`src/rtl/cla_addsub_pipe_if.sv`:
```
// Handshake and data bundle for the pipelined carry-lookahead add/sub core.
// master drives operands and out_ready; slave is the arithmetic core.
interface cla_addsub_pipe_if #(
    parameter int WIDTH = 16
);
    logic             in_valid;
    logic             in_ready;
    logic             AddSub;
    logic [WIDTH-1:0] A;
    logic [WIDTH-1:0] B;
    logic             out_valid;
    logic             out_ready;
    logic [WIDTH-1:0] R;
    logic             Cout;
    logic             OVR;
    logic             Zero;
    logic             Neg;

    modport master (
        output in_valid, AddSub, A, B, out_ready,
        input  in_ready, out_valid, R, Cout, OVR, Zero, Neg
    );

    modport slave (
        input  in_valid, AddSub, A, B, out_ready,
        output in_ready, out_valid, R, Cout, OVR, Zero, Neg
    );
endinterface

```
`src/rtl/cla_addsub_pipe.sv`:
```
// Pipelined carry-lookahead adder/subtractor: one GROUP-bit lookahead slice per
// stage, slice carry registered between stages, flags resolved in the last stage.
module cla_addsub_pipe #(
    parameter int WIDTH = 16,
    parameter int GROUP = 4
) (
    input  logic             clk,
    input  logic             rst_n,
    cla_addsub_pipe_if.slave bus
);
    localparam int LAT   = WIDTH / GROUP;
    localparam int NPIPE = (LAT > 1) ? LAT - 1 : 1;
    localparam logic [WIDTH-1:0] SLICE0 = WIDTH'((1 << GROUP) - 1);

    // Fully expanded lookahead: every carry is a sum of products of g, p and cin.
    function automatic logic [GROUP:0] slice_carry(
        input logic [GROUP-1:0] p,
        input logic [GROUP-1:0] g,
        input logic             cin
    );
        logic [GROUP:0] c;
        logic           term;
        c[0] = cin;
        for (int i = 0; i < GROUP; i++) begin
            term = cin;
            for (int j = 0; j <= i; j++) term = term & p[j];
            c[i+1] = term;
            for (int j = 0; j <= i; j++) begin
                term = g[j];
                for (int m = j + 1; m <= i; m++) term = term & p[m];
                c[i+1] = c[i+1] | term;
            end
        end
        return c;
    endfunction

    logic             adv;

    logic             vld_q [NPIPE];
    logic             vld_d [NPIPE];
    logic [WIDTH-1:0] a_q   [NPIPE];
    logic [WIDTH-1:0] a_d   [NPIPE];
    logic [WIDTH-1:0] b_q   [NPIPE];
    logic [WIDTH-1:0] b_d   [NPIPE];
    logic [WIDTH-1:0] r_q   [NPIPE];
    logic [WIDTH-1:0] r_d   [NPIPE];
    logic             c_q   [NPIPE];
    logic             c_d   [NPIPE];

    logic             out_valid_q, out_valid_d;
    logic [WIDTH-1:0] r_out_q, r_out_d;
    logic             cout_q, cout_d;
    logic             ovr_q, ovr_d;
    logic             zero_q, zero_d;
    logic             neg_q, neg_d;

    logic             st_v [LAT];
    logic [WIDTH-1:0] st_a [LAT];
    logic [WIDTH-1:0] st_b [LAT];
    logic [WIDTH-1:0] st_r [LAT];
    logic             st_c [LAT];
    logic [GROUP:0]   sl_c [LAT];
    logic [WIDTH-1:0] nx_r [LAT];

    assign adv          = ~out_valid_q | bus.out_ready;
    assign bus.in_ready = adv;
    assign bus.out_valid = out_valid_q;
    assign bus.R        = r_out_q;
    assign bus.Cout     = cout_q;
    assign bus.OVR      = ovr_q;
    assign bus.Zero     = zero_q;
    assign bus.Neg      = neg_q;

    // Stage 0 sees the bus with B already conditioned for subtract.
    always_comb begin
        for (int k = 0; k < LAT; k++) begin
            if (k == 0) begin
                st_v[k] = bus.in_valid;
                st_a[k] = bus.A;
                st_b[k] = bus.B ^ {WIDTH{bus.AddSub}};
                st_r[k] = '0;
                st_c[k] = bus.AddSub;
            end else begin
                st_v[k] = vld_q[k-1];
                st_a[k] = a_q[k-1];
                st_b[k] = b_q[k-1];
                st_r[k] = r_q[k-1];
                st_c[k] = c_q[k-1];
            end
        end
    end

    always_comb begin
        for (int k = 0; k < LAT; k++) begin
            sl_c[k] = slice_carry(st_a[k][k*GROUP +: GROUP] ^ st_b[k][k*GROUP +: GROUP],
                                  st_a[k][k*GROUP +: GROUP] & st_b[k][k*GROUP +: GROUP],
                                  st_c[k]);
            nx_r[k] = st_r[k];
            nx_r[k][k*GROUP +: GROUP] = st_a[k][k*GROUP +: GROUP] ^ st_b[k][k*GROUP +: GROUP]
                                        ^ sl_c[k][GROUP-1:0];
        end
    end

    always_comb begin
        vld_d       = vld_q;
        a_d         = a_q;
        b_d         = b_q;
        r_d         = r_q;
        c_d         = c_q;
        out_valid_d = out_valid_q;
        r_out_d     = r_out_q;
        cout_d      = cout_q;
        ovr_d       = ovr_q;
        zero_d      = zero_q;
        neg_d       = neg_q;
        if (adv) begin
            // Consumed operand bits are dropped so only the pending upper slices travel on.
            for (int k = 0; k < LAT - 1; k++) begin
                vld_d[k] = st_v[k];
                a_d[k]   = st_a[k] & ~(SLICE0 << (k*GROUP));
                b_d[k]   = st_b[k] & ~(SLICE0 << (k*GROUP));
                r_d[k]   = nx_r[k];
                c_d[k]   = sl_c[k][GROUP];
            end
            out_valid_d = st_v[LAT-1];
            r_out_d     = nx_r[LAT-1];
            cout_d      = sl_c[LAT-1][GROUP];
            ovr_d       = sl_c[LAT-1][GROUP] ^ sl_c[LAT-1][GROUP-1];
            zero_d      = ~|nx_r[LAT-1];
            neg_d       = nx_r[LAT-1][WIDTH-1];
        end
    end

    always_ff @(posedge clk or negedge rst_n) begin
        if (!rst_n) begin
            for (int k = 0; k < NPIPE; k++) begin
                vld_q[k] <= 1'b0;
                a_q[k]   <= '0;
                b_q[k]   <= '0;
                r_q[k]   <= '0;
                c_q[k]   <= 1'b0;
            end
            out_valid_q <= 1'b0;
            r_out_q     <= '0;
            cout_q      <= 1'b0;
            ovr_q       <= 1'b0;
            zero_q      <= 1'b0;
            neg_q       <= 1'b0;
        end else begin
            vld_q       <= vld_d;
            a_q         <= a_d;
            b_q         <= b_d;
            r_q         <= r_d;
            c_q         <= c_d;
            out_valid_q <= out_valid_d;
            r_out_q     <= r_out_d;
            cout_q      <= cout_d;
            ovr_q       <= ovr_d;
            zero_q      <= zero_d;
            neg_q       <= neg_d;
        end
    end
endmodule

```
`src/flat_wrapper.sv`:
```
// flat-port wrapper written by rule: the top's interface ports become plain ports
module cla_addsub_pipe_flat 
#(
    parameter int WIDTH = 16,
    parameter int GROUP = 4
)
  (clk, rst_n, bus_in_valid, bus_AddSub, bus_A, bus_B, bus_out_ready, bus_in_ready, bus_out_valid, bus_R, bus_Cout, bus_OVR, bus_Zero, bus_Neg);
  cla_addsub_pipe_if #(.WIDTH(WIDTH)) bus_i ();
  input  logic clk;
  input  logic rst_n;
  input wire logic [$bits(bus_i.in_valid)-1:0] bus_in_valid;
  input wire logic [$bits(bus_i.AddSub)-1:0] bus_AddSub;
  input wire logic [$bits(bus_i.A)-1:0] bus_A;
  input wire logic [$bits(bus_i.B)-1:0] bus_B;
  input wire logic [$bits(bus_i.out_ready)-1:0] bus_out_ready;
  output wire logic [$bits(bus_i.in_ready)-1:0] bus_in_ready;
  output wire logic [$bits(bus_i.out_valid)-1:0] bus_out_valid;
  output wire logic [$bits(bus_i.R)-1:0] bus_R;
  output wire logic [$bits(bus_i.Cout)-1:0] bus_Cout;
  output wire logic [$bits(bus_i.OVR)-1:0] bus_OVR;
  output wire logic [$bits(bus_i.Zero)-1:0] bus_Zero;
  output wire logic [$bits(bus_i.Neg)-1:0] bus_Neg;
  assign bus_i.in_valid = bus_in_valid;
  assign bus_i.AddSub = bus_AddSub;
  assign bus_i.A = bus_A;
  assign bus_i.B = bus_B;
  assign bus_i.out_ready = bus_out_ready;
  assign bus_in_ready = bus_i.in_ready;
  assign bus_out_valid = bus_i.out_valid;
  assign bus_R = bus_i.R;
  assign bus_Cout = bus_i.Cout;
  assign bus_OVR = bus_i.OVR;
  assign bus_Zero = bus_i.Zero;
  assign bus_Neg = bus_i.Neg;
  cla_addsub_pipe #(.WIDTH(WIDTH), .GROUP(GROUP)) u_core (.clk(clk), .rst_n(rst_n), .bus(bus_i));
endmodule
```
`config.mk`:
```
export PLATFORM = sky130hd
export DESIGN_NAME = cla_addsub_pipe_flat
export DESIGN_NICKNAME = d
export VERILOG_FILES = /design/src/rtl/cla_addsub_pipe_if.sv /design/src/rtl/cla_addsub_pipe.sv /design/src/flat_wrapper.sv
export SDC_FILE = /design/constraint.sdc
export NUM_CORES = 1
export LEC_CHECK = 0
export CORE_MARGIN = 10
export CORE_UTILIZATION = 55
export DETAILED_ROUTE_END_ITERATION = 8
export PLACE_DENSITY = 0.8
export SETUP_SLACK_MARGIN = 0.05
export SYNTH_ARGS = -nofsm -noshare
export SYNTH_HDL_FRONTEND = slang
export SYNTH_SLANG_ARGS = --single-unit
export TNS_END_PERCENT = 5
```
`constraint.sdc`:
```
create_clock -name clk -period 2.11 [get_ports clk]
set_clock_uncertainty 0.1 [all_clocks]
set_input_delay 0.3165 -clock clk [delete_from_list [all_inputs] [get_ports clk]]
set_output_delay 0.3165 -clock clk [all_outputs]
set_load 0.05 [all_outputs]
```
==> results.ini <==
[outcome]
status=finished, final reports clean

[setup_path]
cp.arrival_ns=2.11
cp-start-kind=flop
timing.rr.start=u_core.b_q[12]$_DFFE_PN0P_
r2r_slack_ns=0.14
cp.required_ns=2.25
end_kind=flop
crit_fanout=3
rr_worst_depth=6
crit_chain=ha_1, ha_1, nor3_2, o21bai_2, xor2_1, mux2_2
slowest_delay_ns=0.43
crit_type=reg -> reg
crit_top_cell=ha_1
crit_slowest_cell=dfrtp_1
worstReg2RegEnd=u_core.bus.Neg$_DFFE_PN0P_

[grt]
overflow=0
grt_pass1_wl_um=14300
grt_pass1_vias=3211
grt_usage_pct=14.8
grt_max_degree=55
antenna_found_initial=0

[floorplan]
io_pins=59
start_util_pct=56.3
fp.dieArea_mm2=0.0118
die_h_um=109
rows=32
die_w_um=109
coreArea_mm2=0.00769

[logic_synthesis]
ys_seq_area_share_pct=56.6
synth_nets=518
syn-cell-area_mm2=0.00433
synth_warnings=0
synth.most_common_cell=nand2_1
ys_types=28
synth-edff-count=0
synth_ff_type=dfrtp_1
yosysTopAreaCell=dfrtp_1
ys_seq_elements=98
syn_area_per_cell_um2=9.46
synth_common_cells=nand2_1, dfrtp_1, ha_1, o21ai_0, xnor2_1
synthTopCellsByArea=dfrtp_1, nand2_1, ha_1
netlist_instances=458
async_flop_share_pct=100
synth_top_area_share_pct=56.6

[worst_hold_path]
hp-class=reg -> reg
min_from=u_core.st_v[0]$_DFFE_PN0P_
min_to=u_core.bus.out_valid$_DFFE_PN0P_
hold_depth=1

[sta]
finalHoldViolCount=0
final_max_slew_viol_count=0
setup_viol_count_final=0
min_period_over_period_pct=93.4
worst_pin_slew_ns=0.576
worst_slack_ns=0.139
fin_setup_tns_ns=0
timing.hold.ws_ns=0.370
fmax_mhz=507
rsz0062_at_grt=yes
slew_headroom_pct=61.6
period_minus_slack_ns=1.97

[placement]
io_buffers=58
postPlaceCellArea_mm2=0.00509
dp.cells=606
dp_slack_ns=-0.310
place_hpwl_um=5920
place_congestion=0.844

[clocking]
path_clk_slew_ns=0.09
cts_root_buf=clkbuf_8
cts_made_buffers=9
htreeDepth=3
post_cts_buffers=0
insertion_delay_ns=0.36
clock_path_buffers=2
cts_tree=built
clock-sinks=98

[layout]
utilization_pct=68.8
layout.nets=576
finalInstanceArea_mm2=0.00529
layout-drive-gt1-share_pct=7.29
fin_cells=623
diodes=0
syn_to_final_growth_pct=22.2
n_fill_cell=598

[power]
leakagePower_nw=2.59
powerDensity_mw_per_mm2=1470
ir_drop_mv=0.705
total_power_mw=7.78

[route]
drt-initial-drc-count=121
wl_per_cell_um=12.9
drc=0
drtPass1Iterations=4
dr_total_vias=3092
postRouteWirelength_um=8070
ant_nets=0
vias_per_cell=4.96

[run]
cap_violations=0

[cell type report]
cell class / count / area, um^2 / area share, %
clock buffer: 10 / 138 / 2.60
sequential: 98 / 2450 / 46.3
multi-input combinational: 335 / 1780 / 33.7
clock inverter: 6 / 42.5 / 0.804
tap: 102 / 128 / 2.41
timing repair buffer: 71 / 743 / 14.0
inverter: 1 / 3.75 / 0.0709
[cells by family (layout without fill, tap and decap cells)]
family                     Yosys count  count (layout)  share of synthesized area (%)
xor gates and xnor gates            21              21                           4.25
muxes                                4               4                          0.982
AOI/OAI and AO/OA                   42              42                           6.18
adders and majority gates           23              23                           7.17
DFF                                 98              98                           56.6
and+or+nand+nor                    245             245                           22.2
buffers and inverters               25              88                           2.54
[worst max-delay path by stage]
stage / from / to / slack (ns) / depth (start not counted)
after floorplan: bus_AddSub / u_core.c_q[2]$_DFFE_PN0P_ / -0.05 / 9
after global placement: bus_B[0] / u_core.c_q[2]$_DFFE_PN0P_ / -0.27 / 8
after detailed placement: bus_AddSub / u_core.c_q[2]$_DFFE_PN0P_ / -0.31 / 8
after CTS: bus_AddSub / u_core.c_q[2]$_DFFE_PN0P_ / 0.08 / 8
after global routing: u_core.b_q[12]$_DFFE_PN0P_ / u_core.bus.Neg$_DFFE_PN0P_ / 0.03 / 6
final: u_core.b_q[12]$_DFFE_PN0P_ / u_core.bus.Neg$_DFFE_PN0P_ / 0.14 / 6
[critical path, delay by kind of cell, from the launching register on]
| kind | cells | cell delay, ns |
|---|---|---|
| AO/OA/AOI/OAI | 1 | 0.13 |
| flip-flops | 1 | 0.43 |
| XOR/XNOR | 1 | 0.17 |
| adder cells (fa/ha/maj) | 2 | 0.53 |
| multiplexers | 1 | 0.27 |
| AND/OR/NAND/NOR | 1 | 0.22 |
[power by group]
part / internal, mW / total (mW) / switching (mW)
Clock: 0.460 / 1.09 / 0.634
Combinational: 1.39 / 3.46 / 2.06
Sequential: 2.70 / 3.23 / 0.526
[registers in the layout, indices dropped and copies added, names as in the netlist]
signal and cells:
u_core.bus.Cout 1, u_core.b_q 24, u_core.c_q 3, u_core.bus.out_valid 1
u_core.st_v 3, u_core.bus.Zero 1, u_core.bus.OVR 1, u_core.bus.Neg 1
u_core.a_q 24, u_core.nx_r 24, u_core.bus.R 15
[layout by cell type, fill, tap and decap left out, drive strengths merged]
master         Yosys  final
clkbuf             7     10
a21oi              4      4
a2bb2oi            1      1
dlygate4sd3        0      1
xor2               6      6
nor3               8      8
nor2b              1      1
clkinv             0      4
o21a               9      9
or4                1      1
nand2b             4      4
mux2i              2      2
ha                20     20
dfrtp             98     98
fa                 3      3
o31ai              7      7
clkinvlp           0      2
o21bai             1      1
o31a               3      3
nor2               5      5
clkdlybuf4s50      0     54
nor4               2      2
dlymetal6s2s       0      2
buf               17     14
inv                1      1
nand4              1      1
xnor2             15     15
nand2            223    223
mux2               2      2
o21ai             17     17
[what timing repair did]
item                       in CTS  in global routing
resized for setup               2                  2
hold buffers                    1                  0
hold endpoints to repair       44                  0
pin swaps                       0                  4
setup endpoints to repair       2                  4
[layer usage]
metal  global-route usage (%)  part of all wire [%]  up-vias
met1                     18.1                    45     1455
met3                     2.60                   4.0        6
met5                        0                     0        -
met4                     6.21                   1.4        0
li1                         -                     -     1575
met2                     25.2                    49       56
Power figures use the tool's default switching activity.
